[config.mk]
export PLATFORM = sky130hd
export DESIGN_NAME = dp_multicycle
export DESIGN_NICKNAME = d
export VERILOG_FILES = /design/src/rtl/dp_pkg.sv /design/src/rtl/dp_alu.sv /design/src/rtl/dp_multicycle.sv
export SDC_FILE = /design/constraint.sdc
export NUM_CORES = 2
export LEC_CHECK = 0
export BUFFER_PORTS_ARGS = -buffer_cell sky130_fd_sc_hd__buf_2
export CORE_ASPECT_RATIO = 2
export CORE_MARGIN = 5
export CORE_UTILIZATION = 50
export DETAILED_ROUTE_END_ITERATION = 8
export PLACE_DENSITY = 0.72
export SYNTH_ARGS = -nofsm -noshare
export SYNTH_HDL_FRONTEND = slang
export SYNTH_SLANG_ARGS = --single-unit
[constraint.sdc]
create_clock -name clock -period 73 [get_ports clock]
set_clock_uncertainty 0.1 [all_clocks]
set_input_delay 14.6 -clock clock [delete_from_list [all_inputs] [get_ports clock]]
set_output_delay 14.6 -clock clock [all_outputs]
set_load 0.1 [all_outputs]
[src/rtl/dp_pkg.sv]
// -----------------------------------------------------------------------------
// dp_pkg
// Shared types and constants for the J17 multicycle datapath.
//   alu_op_e   : ALU operation codes (5 bit)
//   pc_ctl_e   : PC action / branch condition codes (3 bit)
//   wb_src_e   : writeback source select (2 bit)
//   mem_mode_e : data-memory access kind (2 bit)
//   dp_state_e : sequencer states
//   ERR_ALL_ONES : error pattern, sliced to the datapath width by users
//   branch_taken : branch decision from the unsigned compare flags
// -----------------------------------------------------------------------------
package dp_pkg;

    typedef enum logic [4:0] {
        ALU_PASS = 5'd0,
        ALU_ADD  = 5'd1,
        ALU_SUB  = 5'd2,
        ALU_MUL  = 5'd3,
        ALU_DIV  = 5'd4,
        ALU_MOD  = 5'd5,
        ALU_OR   = 5'd6,
        ALU_AND  = 5'd7,
        ALU_XOR  = 5'd8,
        ALU_NOT  = 5'd9,
        ALU_SHR  = 5'd10,
        ALU_SHL  = 5'd11
    } alu_op_e;

    typedef enum logic [2:0] {
        PC_INC = 3'd0,
        PC_EQ  = 3'd1,
        PC_LT  = 3'd2,
        PC_GT  = 3'd3,
        PC_NE  = 3'd4,
        PC_LE  = 3'd5,
        PC_GE  = 3'd6,
        PC_JMP = 3'd7
    } pc_ctl_e;

    typedef enum logic [1:0] {
        WB_ALU  = 2'd0,
        WB_OP2  = 2'd1,
        WB_LOAD = 2'd2,
        WB_LINK = 2'd3
    } wb_src_e;

    typedef enum logic [1:0] {
        MEM_NONE  = 2'd0,
        MEM_LOAD  = 2'd1,
        MEM_STORE = 2'd2,
        MEM_RSVD  = 2'd3
    } mem_mode_e;

    typedef enum logic [1:0] {
        ST_IDLE = 2'd0,
        ST_EXEC = 2'd1,
        ST_MEM  = 2'd2,
        ST_WB   = 2'd3
    } dp_state_e;

    // Widest datapath supported by the shared error constant.
    localparam int ERR_MAX_W = 64;
    localparam logic [ERR_MAX_W-1:0] ERR_ALL_ONES = 64'hFFFF_FFFF_FFFF_FFFF;

    // Branch decision from unsigned a-vs-b flags; gt is derived from eq/lt.
    function automatic logic branch_taken(input logic [2:0] ctl,
                                          input logic       eq,
                                          input logic       lt);
        logic gt;
        logic taken;
        gt = ~eq & ~lt;
        case (ctl)
            PC_INC:  taken = 1'b0;
            PC_EQ:   taken = eq;
            PC_LT:   taken = lt;
            PC_GT:   taken = gt;
            PC_NE:   taken = ~eq;
            PC_LE:   taken = lt | eq;
            PC_GE:   taken = ~lt;
            PC_JMP:  taken = 1'b1;
            default: taken = 1'b0;
        endcase
        return taken;
    endfunction

endpackage

[src/rtl/dp_alu.sv]
// -----------------------------------------------------------------------------
// dp_alu
// Purely combinational ALU for the multicycle datapath. All operations are
// unsigned. Unknown codes and division/modulo by zero produce all-ones.
//   alucode  in  5       operation (alu_op_e)
//   a        in  DATA_W  operand 1
//   b        in  DATA_W  operand 2
//   result   out DATA_W  operation result
//   div_zero out 1       div/mod attempted with b == 0
// -----------------------------------------------------------------------------
module dp_alu
    import dp_pkg::*;
#(
    parameter int DATA_W = 32
) (
    input  logic [4:0]        alucode,
    input  logic [DATA_W-1:0] a,
    input  logic [DATA_W-1:0] b,
    output logic [DATA_W-1:0] result,
    output logic              div_zero
);

    localparam logic [DATA_W-1:0] ONES = ERR_ALL_ONES[DATA_W-1:0];

    logic b_zero_s;

    assign b_zero_s = (b == {DATA_W{1'b0}});

    // Operation select; divide and modulo are guarded against a zero divisor.
    always_comb begin
        result   = ONES;
        div_zero = 1'b0;
        case (alucode)
            ALU_PASS: result = a;
            ALU_ADD:  result = a + b;
            ALU_SUB:  result = a - b;
            ALU_MUL:  result = a * b;
            ALU_DIV: begin
                if (b_zero_s) begin
                    result   = ONES;
                    div_zero = 1'b1;
                end else begin
                    result   = a / b;
                    div_zero = 1'b0;
                end
            end
            ALU_MOD: begin
                if (b_zero_s) begin
                    result   = ONES;
                    div_zero = 1'b1;
                end else begin
                    result   = a % b;
                    div_zero = 1'b0;
                end
            end
            ALU_OR:   result = a | b;
            ALU_AND:  result = a & b;
            ALU_XOR:  result = a ^ b;
            ALU_NOT:  result = ~a;
            ALU_SHR:  result = {1'b0, a[DATA_W-1:1]};
            ALU_SHL:  result = {a[DATA_W-2:0], 1'b0};
            default:  result = ONES;
        endcase
    end

endmodule

[src/rtl/dp_multicycle.sv]
// -----------------------------------------------------------------------------
// dp_multicycle
// Multicycle datapath for the J17 core: register file, ALU, branch/PC unit and
// a handshaked data-memory port sequenced by IDLE -> EXEC -> (MEM) -> WB.
//   clock, reset_n           clock (rising edge), async active-low reset
//   instr_valid/instr_ready  decoded-instruction handshake (ready only in IDLE)
//   alucode, rd, rs2, imm,
//   im_control, reg_enable,
//   mem_mode, pc_control,
//   writecode                decoded instruction fields
//   mem_req/mem_we/mem_addr/
//   mem_wdata/mem_rdata/
//   mem_ack                  data-memory port; request held until ack
//   pc                       program counter
//   result, div_zero         registered ALU result / divide-by-zero flag
// -----------------------------------------------------------------------------
module dp_multicycle
    import dp_pkg::*;
#(
    parameter  int DATA_W = 32,
    parameter  int NREGS  = 8,
    parameter  int IMM_W  = 21,
    parameter  int ADDR_W = 10,
    localparam int RW     = $clog2(NREGS)
) (
    input  logic              clock,
    input  logic              reset_n,
    input  logic              instr_valid,
    output logic              instr_ready,
    input  logic [4:0]        alucode,
    input  logic [RW-1:0]     rd,
    input  logic [RW-1:0]     rs2,
    input  logic [IMM_W-1:0]  imm,
    input  logic              im_control,
    input  logic              reg_enable,
    input  logic [1:0]        mem_mode,
    input  logic [2:0]        pc_control,
    input  logic [1:0]        writecode,
    output logic              mem_req,
    output logic              mem_we,
    output logic [ADDR_W-1:0] mem_addr,
    output logic [DATA_W-1:0] mem_wdata,
    input  logic [DATA_W-1:0] mem_rdata,
    input  logic              mem_ack,
    output logic [DATA_W-1:0] pc,
    output logic [DATA_W-1:0] result,
    output logic              div_zero
);

    localparam int                EXT_W  = DATA_W - IMM_W;
    localparam logic [DATA_W-1:0] PC_ONE = {{(DATA_W-1){1'b0}}, 1'b1};

    // Sequencer
    dp_state_e state_r;
    dp_state_e next_state_s;
    logic      accept_s;
    logic      exec_s;
    logic      mem_done_s;
    logic      wb_s;
    logic      mem_op_s;

    // Instruction latched at acceptance
    logic [DATA_W-1:0] a_r;
    logic [DATA_W-1:0] b_r;
    logic [DATA_W-1:0] imm_sext_r;
    logic [DATA_W-1:0] store_r;
    logic [4:0]        alucode_r;
    logic [RW-1:0]     rd_r;
    logic              reg_enable_r;
    logic [1:0]        mem_mode_r;
    logic [2:0]        pc_control_r;
    logic [1:0]        writecode_r;

    // Execution / writeback state
    logic [DATA_W-1:0] imm_sext_s;
    logic [DATA_W-1:0] alu_result_s;
    logic              alu_div_zero_s;
    logic              taken_r;
    logic [DATA_W-1:0] load_r;
    logic [DATA_W-1:0] result_r;
    logic              div_zero_r;
    logic [DATA_W-1:0] pc_r;
    logic [DATA_W-1:0] pc_inc_s;
    logic [DATA_W-1:0] pc_next_s;
    logic [DATA_W-1:0] wb_data_s;
    logic [DATA_W-1:0] regs_r [NREGS];

    // Memory port and handshake registers
    logic              instr_ready_r;
    logic              mem_req_r;
    logic              mem_we_r;
    logic [ADDR_W-1:0] mem_addr_r;
    logic [DATA_W-1:0] mem_wdata_r;

    assign imm_sext_s = {{EXT_W{imm[IMM_W-1]}}, imm};

    dp_alu #(
        .DATA_W (DATA_W)
    ) u_alu (
        .alucode  (alucode_r),
        .a        (a_r),
        .b        (b_r),
        .result   (alu_result_s),
        .div_zero (alu_div_zero_s)
    );

    // State register.
    always_ff @(posedge clock or negedge reset_n) begin
        if (!reset_n) begin
            state_r <= ST_IDLE;
        end else begin
            state_r <= next_state_s;
        end
    end

    // Next-state logic; reserved memory mode behaves like no access.
    always_comb begin
        next_state_s = state_r;
        case (state_r)
            ST_IDLE: begin
                if (instr_valid) begin
                    next_state_s = ST_EXEC;
                end else begin
                    next_state_s = ST_IDLE;
                end
            end
            ST_EXEC: begin
                if (mem_op_s) begin
                    next_state_s = ST_MEM;
                end else begin
                    next_state_s = ST_WB;
                end
            end
            ST_MEM: begin
                if (mem_ack) begin
                    next_state_s = ST_WB;
                end else begin
                    next_state_s = ST_MEM;
                end
            end
            ST_WB:   next_state_s = ST_IDLE;
            default: next_state_s = ST_IDLE;
        endcase
    end

    // State decode strobes used by the datapath registers.
    always_comb begin
        accept_s   = 1'b0;
        exec_s     = 1'b0;
        mem_done_s = 1'b0;
        wb_s       = 1'b0;
        mem_op_s   = (mem_mode_r == MEM_LOAD) || (mem_mode_r == MEM_STORE);
        case (state_r)
            ST_IDLE: accept_s   = instr_valid;
            ST_EXEC: exec_s     = 1'b1;
            ST_MEM:  mem_done_s = mem_ack;
            ST_WB:   wb_s       = 1'b1;
            default: wb_s       = 1'b0;
        endcase
    end

    // Handshake outputs registered from the next state so they track state_r.
    always_ff @(posedge clock or negedge reset_n) begin
        if (!reset_n) begin
            instr_ready_r <= 1'b1;
            mem_req_r     <= 1'b0;
        end else begin
            instr_ready_r <= (next_state_s == ST_IDLE);
            mem_req_r     <= (next_state_s == ST_MEM);
        end
    end

    // Operand and control capture at acceptance; store data is regs[rs2].
    always_ff @(posedge clock or negedge reset_n) begin
        if (!reset_n) begin
            a_r          <= '0;
            b_r          <= '0;
            imm_sext_r   <= '0;
            store_r      <= '0;
            alucode_r    <= 5'd0;
            rd_r         <= '0;
            reg_enable_r <= 1'b0;
            mem_mode_r   <= 2'd0;
            pc_control_r <= 3'd0;
            writecode_r  <= 2'd0;
        end else if (accept_s) begin
            a_r          <= regs_r[rd];
            b_r          <= im_control ? imm_sext_s : regs_r[rs2];
            imm_sext_r   <= imm_sext_s;
            store_r      <= regs_r[rs2];
            alucode_r    <= alucode;
            rd_r         <= rd;
            reg_enable_r <= reg_enable;
            mem_mode_r   <= mem_mode;
            pc_control_r <= pc_control;
            writecode_r  <= writecode;
        end
    end

    // EXEC: register ALU outputs and the branch decision.
    always_ff @(posedge clock or negedge reset_n) begin
        if (!reset_n) begin
            result_r   <= '0;
            div_zero_r <= 1'b0;
            taken_r    <= 1'b0;
        end else if (exec_s) begin
            result_r   <= alu_result_s;
            div_zero_r <= alu_div_zero_s;
            taken_r    <= branch_taken(pc_control_r, (a_r == b_r), (a_r < b_r));
        end
    end

    // Memory address/data/direction set up in EXEC and frozen through MEM.
    always_ff @(posedge clock or negedge reset_n) begin
        if (!reset_n) begin
            mem_we_r    <= 1'b0;
            mem_addr_r  <= '0;
            mem_wdata_r <= '0;
        end else if (exec_s && mem_op_s) begin
            mem_we_r    <= (mem_mode_r == MEM_STORE);
            mem_addr_r  <= a_r[ADDR_W-1:0] + imm_sext_r[ADDR_W-1:0];
            mem_wdata_r <= store_r;
        end
    end

    // Load data capture on the acknowledging MEM cycle.
    always_ff @(posedge clock or negedge reset_n) begin
        if (!reset_n) begin
            load_r <= '0;
        end else if (mem_done_s) begin
            load_r <= mem_rdata;
        end
    end

    // PC arithmetic and writeback source select; link uses the pre-update pc+1.
    always_comb begin
        pc_inc_s  = pc_r + PC_ONE;
        pc_next_s = pc_inc_s;
        if (taken_r) begin
            pc_next_s = pc_r + imm_sext_r;
        end else begin
            pc_next_s = pc_inc_s;
        end
        wb_data_s = result_r;
        case (writecode_r)
            WB_ALU:  wb_data_s = result_r;
            WB_OP2:  wb_data_s = b_r;
            WB_LOAD: wb_data_s = (mem_mode_r == MEM_LOAD) ? load_r : {DATA_W{1'b0}};
            WB_LINK: wb_data_s = pc_inc_s;
            default: wb_data_s = result_r;
        endcase
    end

    // Register file; written only in WB, so the next accept sees the new value.
    always_ff @(posedge clock or negedge reset_n) begin
        if (!reset_n) begin
            for (int i = 0; i < NREGS; i++) begin
                regs_r[i] <= '0;
            end
        end else if (wb_s && reg_enable_r) begin
            regs_r[rd_r] <= wb_data_s;
        end
    end

    // Program counter update in WB; wraps modulo 2^DATA_W.
    always_ff @(posedge clock or negedge reset_n) begin
        if (!reset_n) begin
            pc_r <= '0;
        end else if (wb_s) begin
            pc_r <= pc_next_s;
        end
    end

    assign instr_ready = instr_ready_r;
    assign mem_req     = mem_req_r;
    assign mem_we      = mem_we_r;
    assign mem_addr    = mem_addr_r;
    assign mem_wdata   = mem_wdata_r;
    assign pc          = pc_r;
    assign result      = result_r;
    assign div_zero    = div_zero_r;

endmodule

==> impl_metrics.env <==
export IMPL_core_area_mm2=0.1529
export IMPL_cts_buffers=43
export IMPL_synth_seq_area_share_pct=17.38
export IMPL_io_pins=187
export IMPL_layout_drive_gt1_share_pct=24.08
export IMPL_fp_dieW_um=287.3
export IMPL_start_kind="register"
export IMPL_instances_no_fill=13300
export IMPL_viasPerCell=6.511
export IMPL_htreeDepth=2
export IMPL_wirelength_um=399500
export IMPL_cts_buffer_depth=3
export IMPL_cts_sinks=534
export IMPL_drt_initial_drc_count=9060
export IMPL_cts_clk_slew_worst_paths_ns=0.07
export IMPL_crit_top_cell="buf_4"
export IMPL_violations="design-rule violations, max-capacitance violations, max-slew violations"
export IMPL_synthArstFlopShare_pct=100.0
export IMPL_yosysTopAreaCell="dfrtp_1"
export IMPL_synth_distinct_cells=105
export IMPL_die_area_mm2=0.1622
export IMPL_path_delay_family="compound AO/OA/AOI/OAI gates"
export IMPL_required_ns=73.46
export IMPL_insertion_delay_ns=0.66
export IMPL_wl_per_cell_um=30.04
export IMPL_yosys_warnings=0
export IMPL_hold_path_class="register to register"
export IMPL_slowest_stage="dfrtp_1"
export IMPL_layout_min_cycle_time_ns=69.59
export IMPL_syn_cell_area_mm2=0.07689
export IMPL_ant_nets=0
export IMPL_port_buffers=186
export IMPL_final_core_utilization_pct=62.06
export IMPL_grt_pass1_wl_um=577200
export IMPL_vias=86600
export IMPL_root_buffer="clkbuf_16"
export IMPL_synth_edf_count=0
export IMPL_syn_avg_cell_area_um2=8.032
export IMPL_area_growth_pct=23.42
export IMPL_finalWorstSetupSlack_ns=3.406
export IMPL_grtUsageTotal_pct=48.31
export IMPL_placedCellCount=13160
export IMPL_synth_flop_cell="dfrtp_1"
export IMPL_start_util_pct=50.29
export IMPL_hold_path_cell_count=2
export IMPL_grt_pass1_vias=88700
export IMPL_fp_row_count=203
export IMPL_holdWs_ns=0.3898
export IMPL_antenna_found_initial=39
export IMPL_synth_area_top_cells="dfrtp_1, ha_1, fa_1"
export IMPL_die_y_um=564.6
export IMPL_cp_num_buf_inv=47
export IMPL_hold_viol=0
export IMPL_path_depth=323
export IMPL_drc=7
export IMPL_syn_inst=9573
export IMPL_fin_nets=12460
export IMPL_tightestPinTransition_ns=1.523
export IMPL_pre_cts_slack_ns=0.5539
export IMPL_crit_type="register to register"
export IMPL_slew_viol_final=2
export IMPL_status="finished with violations"
export IMPL_synth_nets=10860
export IMPL_drtPass1Iterations=9
export IMPL_fmax_ghz=0.01437
export IMPL_cp_max_fo=23
export IMPL_grt_ovfl_total=0
export IMPL_relSlewSlack_pct=-2.616
export IMPL_cts_tree="done"
export IMPL_grt_start_max_net_pins=185
export IMPL_end_kind="register"
export IMPL_cts_hold_buf=0
export IMPL_reg2reg_depth=323
export IMPL_synth_top_area_share_pct=17.35
export IMPL_max_stage_delay_ns=0.93
export IMPL_crit_arrival_ns=70.05
export IMPL_ys_ff_latch=534
export IMPL_fin_crit_sh_pct=95.33
export IMPL_dpl_hpwl_um=307500
export IMPL_cap_violations=2
export IMPL_gp_congestion=1.130
export IMPL_setup_viol=0
## cell usage in the layout (no fill, tap or decap), types with 150 or more instances in the layout
cell type and instances:
dfrtp_1 525, nor3_1 179, xnor2_1 333, buf_2 183, o21a_1 150, nand2_1 1118, xor2_1 191, inv_1 686
nor2_1 1060, fa_1 413, a21oi_1 799, buf_4 1855, a21o_1 205, mux2_2 194, ha_1 797, o21ai_0 580
## layout make-up
class / count / area, µm²
clock buffers: 66 / 1252
inverters: 700 / 2628
multi-input cells: 7847 / 59770
flip-flops and latches: 534 / 13370
diodes: 41 / 102.6
well taps: 2050 / 2565
repair buffers: 2048 / 15030
clock inverters: 13 / 178.9
fillers: 13750 / 58010
## cell usage after synthesis (all sizes together) (81+ instances only)
master / number
nand2: 1121
nor2: 1079
a21oi: 831
ha: 798
inv: 695
o21ai: 614
dfrtp: 533
fa: 413
clkbuf: 394
xnor2: 333
a21o: 207
nor3: 195
mux2: 194
xor2: 191
o21a: 152
nand3: 149
mux4: 128
buf: 99
mux2i: 94
nand2b: 81
## flip-flops by register name, summed over array words and instances, names as in the netlist, 2 cells and up
signal	cells
b_r	32
mem_wdata	32
pc_control_r	3
regs_r	256
imm_sext_r	21
a_r	32
load_r	32
pc	32
state_r	2
rd_r	3
alucode_r	5
store_r	32
mem_addr	10
result	32
mem_mode_r	2
writecode_r	2
## repair_timing
item                       CTS  global route
setup endpoints to repair    0            32
buffers inserted             0            13
resized for setup            0           123
## routing by layer
metal,vias up,track usage [%],part of all wire [%]
li1,36900,-,-
met5,-,1.339,0.049
met2,5623,76.77,45
met1,41220,45.14,29
met3,2829,16.18,10
met4,20,55.83,16
## through the flow
step | setup TNS (ns) | area [µm²]
finish | 0 | 94900
global route | -1.773 | 94830
CTS | 0 | 94180
global placement | 0 | 92740
floorplan | 0 | 76900
detailed placement | 0 | 92740
## worst register-to-register path, delay by kind of cell (launching register included)
kind	cells	cell delay (ns)
AOI/OAI and AO/OA	159	33.35
muxes	3	1.00
xor gates and xnor gates	2	0.29
buffers and inverters	47	8.25
adders and majority gates	32	9.87
and+or+nand+nor	80	15.71
DFF	1	0.93
## final timing paths
kind                            startpoint          end  slack (ns)
max in group asynchronous          reset_n  regs_r[248]       55.58
min in group asynchronous          reset_n        pc[8]       13.86
worst max register to register     a_r[31]   result[29]        3.41
worst min register to register     a_r[16]      a_r[16]        0.39
worst max-delay path               a_r[31]   result[29]        3.41
worst min-delay path               a_r[16]      a_r[16]        0.39
## cell families after synthesis
kind of cell,after synthesis,share of synthesized area [%]
simple gates,3069,17.46
compound gates,2626,21.78
fa+ha+maj,1211,23.74
buf+inv,1193,5.855
flops,534,17.38
xor+xnor,524,5.969
mux,416,7.814
Power is left out: the tool's default activity adds up to more than one toggle a clock period on the data nets, which glitch-free logic cannot reach.
